==> config.mk <==
export PLATFORM = sky130hd
export DESIGN_NAME = calibration_scan_sequencer
export DESIGN_NICKNAME = d
export VERILOG_FILES = /design/src/rtl/calib_pkg.sv /design/src/rtl/sync_edge_counter.sv /design/src/rtl/calibration_scan_sequencer.sv
export SDC_FILE = /design/constraint.sdc
export NUM_CORES = 1
export LEC_CHECK = 0
export ABC_AREA = 1
export CAP_MARGIN = 20
export CORE_ASPECT_RATIO = 1.25
export CORE_MARGIN = 2
export CORE_UTILIZATION = 55
export CTS_BUF_LIST = sky130_fd_sc_hd__clkbuf_8 sky130_fd_sc_hd__clkbuf_16
export CTS_CLUSTER_SIZE = 14
export DETAILED_ROUTE_END_ITERATION = 8
export PLACE_DENSITY = 0.89
export SLEW_MARGIN = 30
export SYNTH_ARGS = -nofsm -noshare
export SYNTH_HDL_FRONTEND = slang
export SYNTH_SLANG_ARGS = --single-unit
export TNS_END_PERCENT = 10
==> constraint.sdc <==
create_clock -name Clk -period 8.9 [get_ports Clk]
set_input_delay 2.225 -clock Clk [delete_from_list [all_inputs] [get_ports Clk]]
set_output_delay 2.225 -clock Clk [all_outputs]
set_load 0.01 [all_outputs]
==> src/rtl/calib_pkg.sv <==
// Shared state encoding, widths and helpers for the calibration scan sequencer.
package calib_pkg;

    localparam int DAC_CODE_W  = 12;
    localparam int SWITCH_W    = 2;
    localparam int PULSE_CNT_W = 16;

    typedef enum logic [2:0] {
        IDLE,
        LOAD,
        WAIT_DONE,
        SETTLE,
        PULSE,
        NEXT,
        DONE
    } scanState_t;

    // A programmed pulse count of zero still runs one SyncClock edge per step.
    function automatic logic [PULSE_CNT_W-1:0] atLeastOne(input logic [PULSE_CNT_W-1:0] n);
        return (n == '0) ? PULSE_CNT_W'(1) : n;
    endfunction

endpackage

==> src/rtl/sync_edge_counter.sv <==
// Registers the free-running SyncClock into Clk, detects its rising edges and
// counts them while enabled, up to a programmed target.
module sync_edge_counter
    import calib_pkg::*;
(
    input  logic                   Clk,
    input  logic                   reset,
    input  logic                   SyncClock,
    input  logic                   Clear,
    input  logic                   Enable,
    input  logic [PULSE_CNT_W-1:0] Target,
    output logic                   CountReached
);

    logic                   syncClk_p0;
    logic                   syncClk_p1;
    logic                   syncRise;
    logic [PULSE_CNT_W-1:0] edgeCount;

    assign syncRise     = syncClk_p0 & ~syncClk_p1;
    assign CountReached = (edgeCount == Target);

    always_ff @(posedge Clk) begin
        if (reset) begin
            syncClk_p0 <= 1'b0;
            syncClk_p1 <= 1'b0;
            edgeCount  <= '0;
        end else begin
            // p0: single capture of SyncClock, p1: previous sample for edge detect
            syncClk_p0 <= SyncClock;
            syncClk_p1 <= syncClk_p0;
            if (Clear) begin
                edgeCount <= '0;
            end else if (Enable && syncRise && !CountReached) begin
                edgeCount <= edgeCount + PULSE_CNT_W'(1);
            end
        end
    end

endmodule

==> src/rtl/calibration_scan_sequencer.sv <==
// Steps the TLV5618 DAC code from start to stop, settling and pulsing the injection
// switchers at each step. Optional DAC load timeout: define DAC_LOAD_TIMEOUT_EN.
module calibration_scan_sequencer
    import calib_pkg::*;
#(
    parameter int SETTLE_W       = 16,
    parameter int TIMEOUT_CYCLES = 4096
) (
    input  logic                   Clk,
    input  logic                   reset,
    input  logic                   ScanStart,
    input  logic                   ScanAbort,
    input  logic [DAC_CODE_W-1:0]  DacStartValue,
    input  logic [DAC_CODE_W-1:0]  DacStopValue,
    input  logic [DAC_CODE_W-1:0]  DacStep,
    input  logic [1:0]             DacTarget,
    input  logic [SETTLE_W-1:0]    SettleCycles,
    input  logic [PULSE_CNT_W-1:0] PulsesPerStep,
    input  logic [SWITCH_W-1:0]    ChannelSelect,
    input  logic                   SyncClock,
    input  logic                   DacLoadDone,
    output logic [DAC_CODE_W-1:0]  Dac1Data,
    output logic [DAC_CODE_W-1:0]  Dac2Data,
    output logic [1:0]             LoadDacSelect,
    output logic                   DacLoad,
    output logic [SWITCH_W-1:0]    SwitcherSelect,
    output logic [DAC_CODE_W-1:0]  StepIndex,
    output logic                   StepValid,
    output logic                   ScanBusy,
    output logic                   ScanDone,
    output logic                   ScanError
);

`ifdef DAC_LOAD_TIMEOUT_EN
    localparam bit TimeoutEn = 1'b1;
`else
    localparam bit TimeoutEn = 1'b0;
`endif
    localparam int TIMEOUT_W = $clog2(TIMEOUT_CYCLES + 1);

    scanState_t             state;
    logic [DAC_CODE_W-1:0]  curCode;
    logic [DAC_CODE_W-1:0]  cfgStop;
    logic [DAC_CODE_W-1:0]  cfgStep;
    logic [SETTLE_W-1:0]    cfgSettle;
    logic [SWITCH_W-1:0]    cfgChan;
    logic [PULSE_CNT_W-1:0] cfgPulses;
    logic [SETTLE_W-1:0]    settleCnt;
    logic [TIMEOUT_W-1:0]   timeoutCnt;
    logic [DAC_CODE_W-1:0]  nextCode;
    logic                   lastStep;
    logic                   timeoutHit;
    logic                   pulseClear;
    logic                   pulseEnable;
    logic                   pulseReached;

    // The scan ends when the next code would overflow 12 bits or pass the stop code.
    function automatic logic scanFinished(input logic [DAC_CODE_W-1:0] cur,
                                          input logic [DAC_CODE_W-1:0] step,
                                          input logic [DAC_CODE_W-1:0] stop);
        logic [DAC_CODE_W:0] sum;
        sum = {1'b0, cur} + {1'b0, step};
        return (step == '0) || sum[DAC_CODE_W] || (sum[DAC_CODE_W-1:0] > stop);
    endfunction

    assign nextCode    = curCode + cfgStep;
    assign lastStep    = scanFinished(curCode, cfgStep, cfgStop);
    assign timeoutHit  = TimeoutEn && !DacLoadDone &&
                         (timeoutCnt == TIMEOUT_W'(TIMEOUT_CYCLES - 1));
    assign pulseClear  = (state != PULSE);
    assign pulseEnable = (state == PULSE);
    assign Dac2Data    = Dac1Data;

    sync_edge_counter uEdgeCounter (
        .Clk          (Clk),
        .reset        (reset),
        .SyncClock    (SyncClock),
        .Clear        (pulseClear),
        .Enable       (pulseEnable),
        .Target       (cfgPulses),
        .CountReached (pulseReached)
    );

    always_ff @(posedge Clk) begin
        if (reset) begin
            state          <= IDLE;
            Dac1Data       <= '0;
            LoadDacSelect  <= '0;
            DacLoad        <= 1'b0;
            SwitcherSelect <= '0;
            StepIndex      <= '0;
            StepValid      <= 1'b0;
            ScanBusy       <= 1'b0;
            ScanDone       <= 1'b0;
            ScanError      <= 1'b0;
        end else begin
            DacLoad   <= 1'b0;
            StepValid <= 1'b0;
            ScanDone  <= 1'b0;
            if (state != IDLE && ScanAbort) begin
                state          <= IDLE;
                SwitcherSelect <= '0;
                ScanBusy       <= 1'b0;
            end else begin
                case (state)
                    IDLE: begin
                        if (ScanStart && !ScanAbort) begin
                            curCode       <= DacStartValue;
                            cfgStop       <= DacStopValue;
                            cfgStep       <= DacStep;
                            cfgSettle     <= SettleCycles;
                            cfgChan       <= ChannelSelect;
                            cfgPulses     <= atLeastOne(PulsesPerStep);
                            LoadDacSelect <= DacTarget;
                            Dac1Data      <= DacStartValue;
                            DacLoad       <= 1'b1;
                            StepIndex     <= '0;
                            ScanBusy      <= 1'b1;
                            ScanError     <= 1'b0;
                            state         <= LOAD;
                        end
                    end
                    LOAD: begin
                        settleCnt  <= '0;
                        timeoutCnt <= '0;
                        state      <= DacLoadDone ? SETTLE : WAIT_DONE;
                    end
                    WAIT_DONE: begin
                        if (DacLoadDone) begin
                            settleCnt <= '0;
                            state     <= SETTLE;
                        end else if (timeoutHit) begin
                            ScanError      <= 1'b1;
                            SwitcherSelect <= '0;
                            ScanBusy       <= 1'b0;
                            state          <= IDLE;
                        end else begin
                            timeoutCnt <= timeoutCnt + TIMEOUT_W'(1);
                        end
                    end
                    SETTLE: begin
                        if (settleCnt == cfgSettle) begin
                            SwitcherSelect <= cfgChan;
                            state          <= PULSE;
                        end else begin
                            settleCnt <= settleCnt + SETTLE_W'(1);
                        end
                    end
                    PULSE: begin
                        if (pulseReached) begin
                            SwitcherSelect <= '0;
                            StepValid      <= 1'b1;
                            state          <= NEXT;
                        end
                    end
                    NEXT: begin
                        if (lastStep) begin
                            ScanDone <= 1'b1;
                            state    <= DONE;
                        end else begin
                            curCode   <= nextCode;
                            Dac1Data  <= nextCode;
                            DacLoad   <= 1'b1;
                            StepIndex <= StepIndex + DAC_CODE_W'(1);
                            state     <= LOAD;
                        end
                    end
                    DONE: begin
                        ScanBusy <= 1'b0;
                        state    <= IDLE;
                    end
                    default: begin
                        SwitcherSelect <= '0;
                        ScanBusy       <= 1'b0;
                        state          <= IDLE;
                    end
                endcase
            end
        end
    end

endmodule

### Word-level counts from Yosys, hierarchy flattened

Cells that the tools add are included.

| cells by class | value |
|---|---|
| add/sub/neg operators | 5 |
| bitwise operators | 8 |
| reductions and logical operators | 28 |
| magnitude comparators | 1 |
| eq/ne operators | 15 |
| mux-type cells | 26 |

Operators with widths:

| operator | count |
|---|---|
| two-way mux 12 bit | 4 |
| case mux 12 bit (2 select lines) | 2 |
| case mux 16 bit (3 select lines) | 1 |
| adder 16 x 1 -> 16 bit (second input constant) | 2 |
| equality test 16 bit | 2 |
| two-way mux 16 bit | 2 |
| case mux 3 bit (6 select lines) | 1 |
| zero test 16 bit | 1 |
| two-way mux 3 bit | 5 |
| adder 12 x 12 -> 13 bit | 1 |
| adder 12 x 1 -> 12 bit (second input constant) | 1 |
| adder 12 bit | 1 |
| greater-than comparator 12 bit | 1 |
| zero test 12 bit | 1 |
| inequality test 2 bit (second input constant) | 6 |
| AND reduction 4 bit | 3 |
| AND reduction 5 bit | 2 |
| OR reduction 5 bit | 2 |
| equality test 3 bit (second input constant) | 3 |
| inverter 1 bit | 7 |
| equality test 3 x 2 -> 1 bit (second input constant) | 2 |
| two-way mux 1 bit | 6 |
| case mux 2 bit (3 select lines) | 1 |
| AND reduction 3 bit | 2 |
| other kinds (14) | 24 |

| storage, ports and cells | value |
|---|---|
| bits in registers | 139 |
| word-level logic and storage cells | 102 |

### Longest topological paths before layout

| logic depth | value |
|---|---|
| depth in word-level cells | 5 |
| gate-level depth with buffers | 26 |
| mapped depth without buffers | 26 |

### By module

From an unflattened synthesis, not the netlist that was laid out.

| second synthesis, totals | value |
|---|---|
| cell total of the unflattened synthesis | 1006 |
| area total of the unflattened synthesis | 7688.6 um2 |

Modules (own cells, without submodules):

| module | instances | cells each | area each (um2) | sequential area each (um2) |
|---|---|---|---|---|
| calibration_scan_sequencer | 1 | 768 | 6374.9 | 3283.1 |
| sync_edge_counter | 1 | 238 | 1313.8 | 360.3 |

### Worst setup path after synthesis

No wires, ideal clock.

| timing | value |
|---|---|
| path kind | input -> register |
| start point | input port ScanAbort |
| end point | register cfgChan[0] (enable) |
| arrival | 4.932 ns |
| path buffers | 0 |
| slack | 3.491 ns |
| stages on the path | 3 |
| path through | inv_1 -> nand3_1 -> nor2_1 |

| between the ends | value |
|---|---|
| cells in the longest elaborated chain, start to end | 3 |

Ends and longest elaborated chain:

| item | line | RTL |
|---|---|---|
| start: declaration | calibration_scan_sequencer.sv:12 | `input logic ScanAbort,` |
| zero test 1 bit / logical AND 1 bit (equally long branches) | calibration_scan_sequencer.sv:107, calibration_scan_sequencer.sv:100 |  |
| logical AND 1 bit / inverter 1 bit (equally long branches) | - |  |
| AND reduction 4 bit (no line) * | - |  |
| end signal: assignment | calibration_scan_sequencer.sv:112 | `cfgChan <= ChannelSelect;` |
| end: declaration | calibration_scan_sequencer.sv:46 | `logic [SWITCH_W-1:0] cfgChan;` |

Mark *: on every way between the ends. The rest lies on a longest branch, timed or not.
A chain may end at the register's enable or synchronous reset.

### Worst setup path in the final report

| timing | value |
|---|---|
| start point | input port ScanAbort |
| end point | register curCode[6] (enable) |

| between the ends | value |
|---|---|
| cells in the longest elaborated chain, start to end | 4 |

Ends and longest elaborated chain:

| item | line | RTL |
|---|---|---|
| zero test 1 bit | calibration_scan_sequencer.sv:107 | `if (ScanStart && !ScanAbort) begin` |
| logical AND 1 bit | calibration_scan_sequencer.sv:107 |  |
| inequality test 2 bit (no line) | - |  |
| AND reduction 5 bit (no line) * | - |  |
| end signal: assignment | calibration_scan_sequencer.sv:108 | `curCode <= DacStartValue;` |
| end signal: assignment | calibration_scan_sequencer.sv:161 | `curCode <= nextCode;` |
| end: declaration | calibration_scan_sequencer.sv:42 | `logic [DAC_CODE_W-1:0] curCode;` |

Marked as above.

==> results.md <==
- Status: complete, no violations
- Place WS: 3670 ps
- Cell taking the most area after synthesis: edfxtp_1
- Synth cell types: 39
- Max stage delay on crit path: 760 ps
- Seq/Total Area, Yosys: 0.471
- Post-synthesis register bit count: 139
- Total power draw: 1.83 mW
- Crit start category: primary input
- CTS hold repair buffers: 0
- Avg Cell Area, Syn: 7.83 µm²
- Critical Path AT: 4650 ps
- Number of fill cells: 1014
- Clk pin slew, worst setup/hold paths: 60 ps
- Antenna-violating nets left: 0
- Critical path's top delay family: simple AND/OR/NAND/NOR gates
- Inst Count DP: 1240
- DR pass1 iterations: 7
- RSZ-0062 raised after global routing: false
- Num rows: 48
- Maximum clock frequency: 218 MHz
- Global route total overflow: 0
- Slew Limit Fails: 0
- Synth Flop Type: edfxtp_1
- Final worst-path cycle share: 0.516
- Worst-margin pin slew: 894 ps
- Core area: 0.0138 mm²
- Post-layout min period: 4600 ps
- Crit Path Category: primary input to flop
- Post-synth ARST share: 0
- CTS H-tree lvls: 4
- Antenna violations before repair: 0
- Endpoints failing setup: 0
- Vias: 6681
- Post-Synth Simple-Gate Area: 0.282
- Final instance area: 0.00946 mm²
- Sequential cell area: 0.00364 mm²
- Area contributors post-synth: edfxtp_1, dfxtp_1, nand2_1
- # IOs: 123
- Layout cells sized above 1: 0.0510
- Post-DR wirelength/cell: 14.1 µm
- Peak VDD IR: 0.135 mV
- YS warnings: 0
- Chip height: 137 µm
- Largest net degree at the start of global routing: 32
- Clk_skew: 8.99 ps
- GR Util All Layers: 0.250
- Post-Synth XOR/XNOR Area: 0.0306
- Pwr Density: 194 mW/mm²
- Mapped Cells: 987
- Area Overhead vs Synth: 22.3%
- Multiplexer share of the synthesized area: 0.00130
- Non-Filler Instances: 1273
- Number of CTS-inserted buffers: 17
- CTS root buf: clkbuf_16
- I/O Buffers: 121
- Area post-placement: 0.00888 mm²
- Adder-cell area share of the yosys netlist: 0.0463
- Via density: 5.25
- Clock buffer depth: 2
- Syn Nets: 1093
- Remaining DRCs: 0
- Post-cts resize count: 0
- Crit-path max FO: 25
- First DRT Iteration DRCs: 524
- Lkg Pwr: 4.01 nW
- Gpl congestion: 0.948
- Most Frequent Cell on Critical Path: nor2_1
- Mapped cell area: 0.00773 mm²
- Hold Fails Final Rpt: 0
- Setup slack after layout: 4300 ps
- Drt total wl: 18000 µm
- Dpl hpwl: 13100 µm
- Initial Util: 0.562
- Clock Sinks: 139
- Hold WC Path Type: flop to flop
- Multi-input gate area: 0.00322 mm²
- Postcts setup bufs: 0
- CP Cell Sequence: clkdlybuf4s50_1 -> inv_1 -> nor2_1 -> a211oi_4 -> buf_6 -> nand2_4 -> nor2_1
- Post-synth top area share: 0.334
- Skew-Pair Late Insertion Delay: 430 ps
- Die ar.: 0.0150 mm²
- Largest family of logic cells by synthesized area: simple AND/OR/NAND/NOR gates
- # diodes: 0
- Relative slew slack: 0.402
- Die X: 110 µm
- WP data required: 8950 ps
- Clock tree from TritonCTS: yes
- Complex-gate fraction of the synthesized area: 0.0559
- CP Buf/Inv Count: 3
- Vias in the first global route: 6073
- Maxcap violations: 0
- Number of synthesized flops with an enable pin: 86
- Crit. End Element: flop
- Global-route wire length before repair: 28700 µm
- Sum Neg Setup Slack: 0 ps
- Max stage delay cell, worst path: nor2_1
- Nets: 1191
## cell families after synthesis
kind of cell	Yosys count
other	1
and+or+nand+nor	517
DFF	139
AOI/OAI and AO/OA	79
adders and majority gates	28
muxes	1
buffers and inverters	195
xor gates and xnor gates	27
## report_power, final
group,switching (mW),internal (mW),leakage [nW]
clock network,0.267,0.415,0.292
registers,0.0373,0.739,1.22
logic,0.210,0.164,2.50
total,0.514,1.32,4.01
## registers in the layout, summed over array words and instances, names as in the netlist
register                 count
cfgSettle                   16
StepValid                    1
LoadDacSelect                2
curCode                     12
uEdgeCounter.syncClk_p0      1
DacLoad                      1
cfgStop                     12
Dac1Data                    12
SwitcherSelect               2
ScanDone                     1
cfgPulses                   16
state                        3
uEdgeCounter.edgeCount      16
cfgChan                      2
cfgStep                     12
StepIndex                   12
uEdgeCounter.syncClk_p1      1
ScanBusy                     1
settleCnt                   16
## worst paths after layout
check                          start                 endpoint  slack (ps)  depth (start not counted)
max                        ScanAbort               curCode[6]        4300                          7
min          uEdgeCounter.syncClk_p0  uEdgeCounter.syncClk_p1         430                          2
max reg2reg               curCode[0]               curCode[6]        4320                         23
min reg2reg  uEdgeCounter.syncClk_p0  uEdgeCounter.syncClk_p1         430                          2
## through the flow
| step | hold slack (ps) | util |
|---|---|---|
| 3_5_place_dp | 423 | 0.646 |
| 5_1_grt | 456 | 0.688 |
| 2_1_floorplan | 411 | - |
| 3_3_place_gp | 417 | 0.646 |
| 4_1_cts | 430 | 0.687 |
| 6_report | 427 | 0.688 |
## layout by cell type, fill, tap and decap left out, types with 9 or more instances in the layout
cell type        synthesis  routed
dfxtp_1                 53      53
clkdlybuf4s50_1          0     120
nand2_1                275     275
nor2_1                 110     109
nor3_1                  16      16
or2_2                    9       9
nand3_1                 74      74
edfxtp_1                86      86
clkbuf_16                0      17
inv_1                  144     146
o21ai_0                 13      13
a21oi_1                 58      58
ha_1                    27      27
xor2_1                  27      27
nand4_1                 12      12
## worst min-delay path: stages (launching register included)
cell	delay [ps]
dfxtp_1	290
inv_1	60
nor2_1	40
## cells in the mapped netlist, types with 13 or more instances
cell and count:
nand2_1 275, inv_1 144, nor2_1 110, edfxtp_1 86, nand3_1 74, a21oi_1 58
dfxtp_1 53, ha_1 27, xor2_1 27, clkbuf_1 21, nor3_1 16, buf_4 14
o21ai_0 13
## routing by layer
| layer | GRT usage | part of all wire | vias to the layer above | wire length (µm) |
|---|---|---|---|---|
| li1 | - | - | 3324 | - |
| met1 | 0.302 | 0.39 | 3049 | 7080 |
| met2 | 0.428 | 0.52 | 268 | 9320 |
| met3 | 0.0519 | 0.060 | 40 | 1080 |
| met4 | 0.104 | 0.028 | 0 | 495 |
| met5 | 0 | 0 | - | 0 |
## cell type report
type                            count  area share
Clock buffer                       18      0.0464
Clock inverter                     14      0.0139
Tap cell                          175      0.0232
Inverter                          150      0.0598
Multi-Input combinational cell    653       0.341
Sequential cell                   139       0.385
Timing Repair Buffer              124       0.130
Power figures use the tool's default switching activity.
